### src/rtl/uart_pkg.sv
// rtl/uart_pkg.sv - shared UART constants and byte type
package uart_pkg;

  localparam int unsigned CLK_IN     = 40000000;
  localparam int unsigned BAUD_RATE  = 115200;
  localparam int unsigned UART_WIDTH = 8;

  typedef logic [7:0] uart_byte_t;

endpackage

### src/rtl/uart_tx_fifo.sv
// rtl/uart_tx_fifo.sv - FWFT byte FIFO feeding the UART transmitter with sticky overflow
// Optional level/almost_full outputs under `define UART_TX_FIFO_LEVEL_EN
module uart_tx_fifo
  import uart_pkg::*;
#(
  parameter int WIDTH = UART_WIDTH,
  parameter int DEPTH = 16,
  parameter int AW    = $clog2(DEPTH)
) (
  input  logic             clk,
  input  logic             reset_n,
  input  logic             wr_en,
  input  logic [WIDTH-1:0] wr_data,
  output logic             wr_ready,
  output logic             tx_valid,
  output logic [WIDTH-1:0] tx_data,
  input  logic             tx_ready,
  output logic             overflow,
`ifdef UART_TX_FIFO_LEVEL_EN
  output logic [AW:0]      level,
  output logic             almost_full,
`endif
  input  logic             clr_overflow
);

  localparam logic [AW:0] FULL_CNT = (AW+1)'(DEPTH);

  logic [WIDTH-1:0] mem [DEPTH];
  logic [AW-1:0]    wr_ptr;
  logic [AW-1:0]    rd_ptr;
  logic [AW:0]      count;
  logic             full;
  logic             empty;
  logic             push;
  logic             pop;

  // Flags come from the registered count only, so a same-cycle pop never frees a slot for a push.
  assign full     = (count == FULL_CNT);
  assign empty    = (count == '0);
  assign push     = wr_en & ~full;
  assign pop      = tx_ready & ~empty;
  assign wr_ready = ~full;
  assign tx_valid = ~empty;
  assign tx_data  = empty ? '0 : mem[rd_ptr];

`ifdef UART_TX_FIFO_LEVEL_EN
  localparam logic [AW:0] ALMOST_CNT = (AW+1)'(DEPTH - 2);
  assign level       = count;
  assign almost_full = (count >= ALMOST_CNT);
`endif

  always_ff @(posedge clk) begin
    if (push) begin
      mem[wr_ptr] <= wr_data;
    end
  end

  always_ff @(posedge clk or negedge reset_n) begin
    if (!reset_n) begin
      wr_ptr   <= '0;
      rd_ptr   <= '0;
      count    <= '0;
      overflow <= 1'b0;
    end else begin
      if (push) begin
        wr_ptr <= wr_ptr + 1'b1;
      end
      if (pop) begin
        rd_ptr <= rd_ptr + 1'b1;
      end
      if (push && !pop) begin
        count <= count + 1'b1;
      end else if (pop && !push) begin
        count <= count - 1'b1;
      end
      // A new overflow outranks a simultaneous clear so the event is never lost.
      if (wr_en && full) begin
        overflow <= 1'b1;
      end else if (clr_overflow) begin
        overflow <= 1'b0;
      end
    end
  end

endmodule

### config.mk
export PLATFORM = sky130hd
export DESIGN_NAME = uart_tx_fifo
export DESIGN_NICKNAME = d
export VERILOG_FILES = /design/src/rtl/uart_pkg.sv /design/src/rtl/uart_tx_fifo.sv
export SDC_FILE = /design/constraint.sdc
export NUM_CORES = 1
export LEC_CHECK = 0
export ABC_AREA = 1
export BUFFER_PORTS_ARGS = -buffer_cell sky130_fd_sc_hd__buf_2
export CORE_MARGIN = 3
export CORE_UTILIZATION = 65
export DETAILED_ROUTE_END_ITERATION = 16
export HOLD_SLACK_MARGIN = 0.15
export PLACE_DENSITY = 0.83
export REMOVE_ABC_BUFFERS = 1
export SYNTH_ARGS = -nofsm -noshare
export SYNTH_HDL_FRONTEND = slang
export SYNTH_SLANG_ARGS = --single-unit
### constraint.sdc
create_clock -name clk -period 3.5 [get_ports clk]
set_clock_uncertainty 0.2 [all_clocks]
set_input_delay 0.35 -clock clk [delete_from_list [all_inputs] [get_ports clk]]
set_output_delay 0.35 -clock clk [all_outputs]
set_load 0.03 [all_outputs]
==> results of run 1 <==
## flip-flops by register name, indices dropped and copies added, names as in the netlist
name      count
mem         128
count         5
rd_ptr        4
wr_ptr        4
overflow      1
## cells in the final DEF, fill, tap and decap left out, types with 10 or more instances in the layout
cell type	n
dlygate4sd3_1	14
edfxtp_1	128
buf_2	23
clkbuf_16	16
nand2_1	190
dfrtp_1	13
nor2_1	18
nand3_1	103
a21oi_1	10
## tightest hold or removal path: cells and delay by family (launching register included)
kind | cells | cell delay, ns
simple gates | 2 | 0.14
flops | 1 | 0.40
## worst paths after layout
| kind | cells past startpoint | endpoint | start |
|---|---|---|---|
| setup / recovery | 9 | tx_data[3] | rd_ptr[0] |
| max in group asynchronous | 3 | rd_ptr[0] | reset_n |
| min in group asynchronous | 3 | count[3] | reset_n |
| hold / removal | 2 | count[3] | count[3] |
| hold reg to reg | 2 | count[3] | count[3] |
| setup reg to reg | 14 | count[4] | count[1] |
## per-stage QoR
stage	hold WS (ns)	utilization [%]	power, µW
6_report	0.367	77.4	6180
3_3_place_gp	0.0630	69.7	4370
2_1_floorplan	-0.146	-	3750
3_5_place_dp	0.0661	69.7	4470
4_1_cts	0.372	77.4	6140
5_1_grt	0.393	77.4	6500
## power breakdown
group / internal [µW] / leakage, µW / switching (µW)
Sequential: 2080 / 0.00132 / 231
Clock: 1000 / 0.000266 / 656
Combinational: 667 / 0.00110 / 1540
Total: 3750 / 0.00269 / 2430
## cell families after synthesis
logic type / count (synthesis) / synth area share (%)
xor+xnor: 10 / 1.44
simple gates: 320 / 22.3
compound gates: 14 / 1.19
flops: 142 / 68.8
buf+inv: 44 / 4.04
fa+ha+maj: 10 / 2.18
## area by class of cell
class	count	area (µm²)	share of cell area (%)
sequential	142	4200	60.6
clock buffer	20	425	6.15
clock inverter	12	121	1.75
inverter	18	67.6	0.977
timing repair buffer	44	320	4.63
multi-input combinational	354	1650	23.9
tap	108	135	1.95
## per-layer routing
metal  vias to the layer above  routed length, µm  share of wire [%]  track usage, %
met3                        22               1170                8.6            6.43
met1                      2013               5300                 39            37.4
li1                       1935                  -                  -               -
met5                         -                  0                  0               0
met2                       242               6880                 51            45.7
met4                         0                242                1.8            9.76
==> impl_results.md, run 1 <==
- Run status: complete, no violations
- Setup TNS: 0 ns
- Max clock buf depth: 2
- Post-CTS Repair Setup Buffers: 0
- Area Overhead vs Synth: 13.5%
- Post-synthesis sequential area ratio: slightly below 70%
- Number of distinct library cells after synthesis: 24
- Most frequent cells after synthesis: 190 x nand2_1, 128 x edfxtp_1, 103 x nand3_1, 18 x nor2_1, 14 x dfrtp_1
- Crit-path slowest cell: dfrtp_2
- Hold-fix buffers, CTS: 14
- DR iter-0 viols: 414
- Slew Limit Headroom: between 40% and 50%
- Peak supply drop: 0.583 mV
- Area of the mapped netlist: 0.00609 mm²
- Synth top area share: a little over three fifths
- GP Congestion: between 1 and 1.5
- CP cell instances: inv_2, buf_12, nand2_1, nand3_1, nand3_1, nand2_1, nand2_1, a21oi_1, buf_2
- Cells after Synth: 540
- Starting Density: roughly two thirds
- Syn Area/Cell: 11.3 µm²
- Core area: about 0.0089 mm²
- Post-route insts no fill: 698
- Hold Violations, Final: 0
- Slew Viols, Final: 0
- Ports: 24
- DR WL/cell: 19.5 µm
- CP bufs+invs: 3
- Dpl ws: ~0.81 ns
- Post-layout min period: approximately 3.2 ns
- Filler Cell Count: 517
- First-pass GRT wire length: 21,200 µm
- Die H: slightly above 100 µm
- Detailed Place HPWL: 8010 µm
- Drc violations: 0
- Critical Path Most Common Cell: nand2_1
- Core Rows: 34
- Final setup viols: 0
- Flops & latches, synth: 142
- Synth top area cells: edfxtp_1 63%, nand2_1 12%, nand3_1 8.5%, dfrtp_1 5.7%, ha_1 1.8%
- Synth Flop Type: edfxtp_1
- Startpoint types: register
- Hold Crit Class: register to register
- Tcrit/Tclk final: 91.1%
- IO buf count: 23
- Placed cells: around 650
- Data arrival, critical path: 2.64 ns
- GR Util All Layers: 27.9%
- Power density over the cells: 893 mW/mm²
- Largest net degree at the start of global routing: between 60 and 70
- Setup Crit Path Kind: register to primary output
- Antenna diode count: 0
- Crit Path Max Fanout: 65
- Post-route cell area: ~0.0069 mm²
- CTS tree: done
- H-tree depth: 4
- Cts bufs inserted: 17
- Layout cells sized above 1: 12.5%
- Via count: 4,212
- Drt pass-1 iters: 6
- WL final: 13,600 µm
- Max-cap viol count: 0
- Worst Max-Slew Pin Slew: 0.806 ns
- Root buffer selected by CTS: clkbuf_8
- Post_cts resized: 0
- RSZ-0062 raised after global routing: no
- Global route overflow: 0
- Routed vias/inst: 6.03
- Placed instance area: between 0.006 and 0.007 mm²
- Req. time, crit path: just under 3 ns
- Antenna violations before repair: 0
- Post-synth EDFFs: 128
- Total clock sinks: roughly 140
- Family with the most delay on the worst path: buffers and inverters
- Final WS setup: approximately 0.31 ns
- Crit-path max cell delay: 0.66 ns
- R2R Setup Slk: 0.79 ns
- Fmax: between 0.3 and 0.4 GHz
- Async SR Flop Fraction: 9.86%
- Worst-path clk slew: 0.06 ns
- Chip Width: about 100 µm
- Layout Nets: 600
- Vias in the first global route: 4,020
- Critical Path End Type: primary output
- Ys Warns: 0
- Largest area contributor in the netlist: edfxtp_1
- Leakage: 0.00269 µW
- Most common cell in the netlist: nand2_1
- Antenna Nets Post-Route: 0
- Skew-Pair Late Insertion Delay: 0.52 ns
- Die area: 0.0106 mm²
Note: power is estimated with default switching activity, not from simulation.
==> run 2, diff against run 1 <==
- CELL_PAD_IN_SITES_DETAIL_PLACEMENT: unset -> 1
- CELL_PAD_IN_SITES_GLOBAL_PLACEMENT: unset -> 1
- CORE_ASPECT_RATIO: unset -> 1.2
- CORE_UTILIZATION: 65 -> 53
- PLACE_DENSITY: 0.83 -> unset
- PLACE_DENSITY_LB_ADDON: unset -> 0.1
==> impl_results.md, run 2 (synthesis gave the netlist of run 1 again) <==
- Global route overflow: 0
- WL final: 16,100 µm
- Startpoint types: register
- Via count: 4,178
- Max-cap viol count: 0
- Antenna violations before repair: 0
- Largest Register: mem
- Root buffer selected by CTS: clkbuf_16
- Skew-Pair Late Insertion Delay: 0.42 ns
- Run status: complete, no violations
- Die H: around 120 µm
- Max clock buf depth: 2
- Tcrit/Tclk final: about nine tenths
- Layout cells sized above 1: 13.1%
- Post-route insts no fill: 736
- DR iter-0 viols: 360
- Drc violations: 0
- Post_cts resized: 0
- Drt pass-1 iters: 7
- Antenna Nets Post-Route: 0
- Data arrival, critical path: approximately 2.6 ns
- Worst Max-Slew Pin Slew: 0.899 ns
- Vias in the first global route: 4,463
- Layout Nets: ~590
- Max FFs per register: 128
- Post-route cell area: 0.00699 mm²
- Core area: 0.0111 mm²
- Die area: roughly 0.013 mm²
- Req. time, crit path: 2.95 ns
- Most frequent cells in the layout: 190 x nand2_1, 128 x edfxtp_1, 103 x nand3_1
- Setup TNS: 0 ns
- Register area: about 0.0042 mm²
- Hold Crit Class: primary input to register
- RSZ-0062 raised after global routing: no
- Ports: 24
- Crit Path Max Fanout: 32
- Power density over the cells: 941 mW/mm²
- GP Congestion: 0.842
- Worst-path clk slew: 0.06 ns
- CTS tree: done
- Core Rows: 42
- IO buf count: 23
- Post-CTS Repair Setup Buffers: 0
- Area Overhead vs Synth: 14.6%
- Filler Cell Count: 1,164
- Chip Width: 104 µm
- GR Util All Layers: a little over a quarter
- Hold Violations, Final: 0
- Routed vias/inst: 5.68
- First-pass GRT wire length: 25,000 µm
- Hold path depth: 1
- Total clock sinks: 142
- Cts bufs inserted: 17
- Antenna diode count: 0
- Starting Density: ~55%
- Fmax: 0.322 GHz
- Biggest regs: mem x128, count x5
- H-tree depth: 4
- Setup Crit Path Kind: register to primary output
- Slew Limit Headroom: 39.9%
- Slew Viols, Final: 0
- Peak supply drop: roughly 0.59 mV
- DR WL/cell: between 20 and 25 µm
- Commonest non-fill, non-tap cell in the layout: nand2_1
- Placed cells: 699
- Leakage: 0.00270 µW
- Placed instance area: around 0.0063 mm²
- Largest net degree at the start of global routing: 47
- Final setup viols: 0
- Area of the multi-input gates: between 0.0015 and 0.002 mm²
- R2R cell count: 14
- Post-layout min period: 3.11 ns
- Hold-fix buffers, CTS: 5
- Detailed Place HPWL: 9610 µm
- Critical Path End Type: primary output
==> run 2: cell count changes in the layout (fill, tap and decap cells not counted) <==
cell | before | now
buf_4 | 6 | 7
clkinv_4 | 2 | 1
dlygate4sd3_1 | 14 | 5
clkinv_2 | 5 | 3
clkbuf_16 | 16 | 17
clkbuf_1 | 3 | 2
bufinv_16 | 2 | 5
==> run 2: stage by stage <==
| stage | total power [µW] | hold slack [ns] | setup slack [ns] | util, % |
|---|---|---|---|---|
| 2_1_floorplan | 3750 | -0.146 | 0.350 | - |
| 3_3_place_gp | 4460 | 0.0770 | 0.882 | 56.5 |
| 3_5_place_dp | 4580 | 0.0945 | 0.701 | 56.5 |
| 4_1_cts | 6570 | 0.159 | 0.394 | 62.7 |
| 5_1_grt | 6910 | 0.161 | 0.247 | 62.7 |
| 6_report | 6570 | 0.163 | 0.393 | 62.7 |
==> run 2: where the power goes <==
part           leakage, µW  total [µW]  internal [µW]  switching, µW
Combinational      0.00106        2300            673           1630
Clock             0.000307        1950           1280            676
Sequential         0.00132        2320           2080            241
==> run 2: layout make-up <==
type	instances	area share, %
clock inverters	12	2.76
flip-flops and latches	142	60.1
clock buffers	20	6.39
inverters	18	0.967
well taps	154	2.76
repair buffers	36	3.40
multi-input cells	354	23.7
==> run 2: path summary, 6_finish.rpt <==
check / to / startpoint / slack (ns)
setup / recovery: tx_data[4] / rd_ptr[0] / 0.39
hold / removal: mem[9][5] / wr_data[5] / 0.16
setup reg to reg: count[4] / count[1] / 0.61
hold reg to reg: count[3] / count[3] / 0.36
max in group asynchronous: rd_ptr[0] / reset_n / 2.61
min in group asynchronous: wr_ptr[2] / reset_n / 0.18
==> run 2: per-layer routing <==
metal | GRT usage, % | wire length, µm
met5 | 0 | 0
met4 | 10.5 | 428
met2 | 46.3 | 8190
met1 | 33.0 | 6780
met3 | 4.75 | 753
==> run 2: critical path, stage by stage (launching register included) <==
cell and delay, ns:
dfrtp_2 0.79, buf_4 0.37, nand2_1 0.09, nand3_1 0.13, nand3_1 0.16, nand2_1 0.17
nand2_1 0.07, a21oi_1 0.14, buf_2 0.21
==> run 3, diff against run 2 <==
- CORE_UTILIZATION: 53 -> 40
==> impl_results.md, run 3 (synthesis gave the netlist of run 1 again) <==
- Power density over the cells: between 800 and 900 mW/mm²
- First-pass GRT wire length: 25,300 µm
- GP Congestion: 0.772
- Total power: 6290 µW
- Reg power frac: between 30% and 40%
- Dpl ws: 0.738 ns
- Layout cells sized above 1: 12.1%
- Worst-path clk slew: 0.06 ns
- Max-cap viol count: 0
- GR Util All Layers: 20.2%
- Layout Nets: 598
- Largest Register: mem
- Combinational fraction of design power: 36.5%
- Cts bufs inserted: 17
- Max layer used: met4
- Via count: a little over 4,000
- DR iter-0 viols: 290
- CTS tree: done
- Peak supply drop: 0.471 mV
- Skew-Pair Late Insertion Delay: 0.42 ns
- IO buf count: 23
- Routed wl met2: 8100 µm
- Fmax: 0.320 GHz
- Total clock sinks: approximately 140
- Internal: 3840 µW
- RSZ-0062 raised after global routing: no
- Filler Cell Count: 1,617
- Commonest non-fill, non-tap cell in the layout: nand2_1
- Setup TNS: 0 ns
- H-tree depth: 4
- Ports: 24
- Die H: roughly 140 µm
- Core area: ~0.015 mm²
- Post_cts resized: 0
- Largest net degree at the start of global routing: 67
- Tcrit/Tclk final: about nine tenths
- Antenna violations before repair: 0
- WL final: 15,900 µm
- Switch Pwr: 2450 µW
- Slew Limit Headroom: 30.8%
- Root buffer selected by CTS: clkbuf_16
- Met3 WL: 688 µm
- Antenna diode count: 0
- Die area: 0.0168 mm²
- Data arrival, critical path: 2.58 ns
- Final setup viols: 0
- Antenna Nets Post-Route: 0
- DR WL/cell: around 20 µm
- Switching Fraction: around two fifths
- Slew Viols, Final: 0
- Crit Path Max Fanout: 33
- Max FFs per register: 128
- Post-CTS Repair Setup Buffers: 0
- Final WS setup: 0.375 ns
- Leakage: between 0.002 and 0.003 µW
- Post-layout min period: 3.13 ns
- Hold Violations, Final: 0
- Core Rows: 48
- Hold Crit Class: primary input to register
- Startpoint types: register
- Chip Width: around 120 µm
- Max clock buf depth: 2
- Area Overhead vs Synth: 15.1%
- Setup Crit Path Kind: register to primary output
- Routed vias/inst: between 5 and 6
- Vias in the first global route: 4,484
- Req. time, crit path: roughly 3 ns
- Detailed Place HPWL: ~10,000 µm
- Biggest regs: mem x128, count x5
- Critical Path End Type: primary output
- Drc violations: 0
- Drt pass-1 iters: 4
- Clk pwr share: approximately 28%
- Most frequent cells in the layout: 190 x nand2_1, 128 x edfxtp_1, 103 x nand3_1
- Worst Max-Slew Pin Slew: ~1.0 ns
- Post-route met1 wirelength: 6900 µm
- Global route overflow: 0
- Starting Density: between 40 and 50%
- Run status: complete, no violations
run 3: power groups by stage:
stage               Sequential (µW)  Clock (µW)  Combinational (µW)
floorplan                      2340           0                1410
global placement               2280           0                2260
detailed placement             2300           0                2320
CTS                            2260        1760                2340
global route                   2290        1830                2590
finish                         2260        1730                2300
run 3: per-layer routing:
metal | GRT usage, % | up-vias
met3 | 4.57 | 20
met2 | 34.3 | 78
met5 | 0 | -
met1 | 25.9 | 2100
li1 | - | 1927
met4 | 6.22 | 0
run 3: layout make-up:
type	count	area [µm²]	share of cell area (%)
flip-flops and latches	142	4200	59.8
multi-input cells	354	1650	23.6
clock buffers	17	425	6.06
clock inverters	13	130	1.86
well taps	200	250	3.57
inverters	18	67.6	0.963
repair buffers	42	293	4.17
run 3: critical path, cell delays in order, from the launching register on:
cell and delay, ns:
dfrtp_1 0.70, inv_2 0.45, nand3_1 0.22, nand3_1 0.10, nand2_1 0.11, nand2_1 0.06
a21oi_1 0.26, buf_2 0.26
run 3: metrics by stage:
step / area (µm²) / util (%) / std cells / hold WS [ns]
after floorplan: 5910 / - / 514 / -0.146
after global placement: 6370 / 43.5 / 747 / 0.0829
after detailed placement: 6370 / 43.5 / 747 / 0.0940
after CTS: 7010 / 47.9 / 786 / 0.154
after global routing: 7010 / 47.9 / 786 / 0.165
final: 7010 / 47.9 / 786 / 0.163
run 3: repair_timing:
item                                   in CTS  in global routing
endpoints found under the hold margin      88                  0
hold buffers                                9                  0
setup endpoints to repair                   0                  0
run 3: path summary, 6_finish.rpt:
kind | start | to | slack, ns | depth (start not counted)
min | wr_data[3] | mem[0][3] | 0.16 | 1
max in group asynchronous | reset_n | rd_ptr[0] | 2.63 | 2
min in group asynchronous | reset_n | wr_ptr[3] | 0.17 | 2
max | rd_ptr[1] | tx_data[5] | 0.37 | 7
max reg2reg | count[1] | count[4] | 0.73 | 14
min reg2reg | count[3] | count[3] | 0.37 | 2
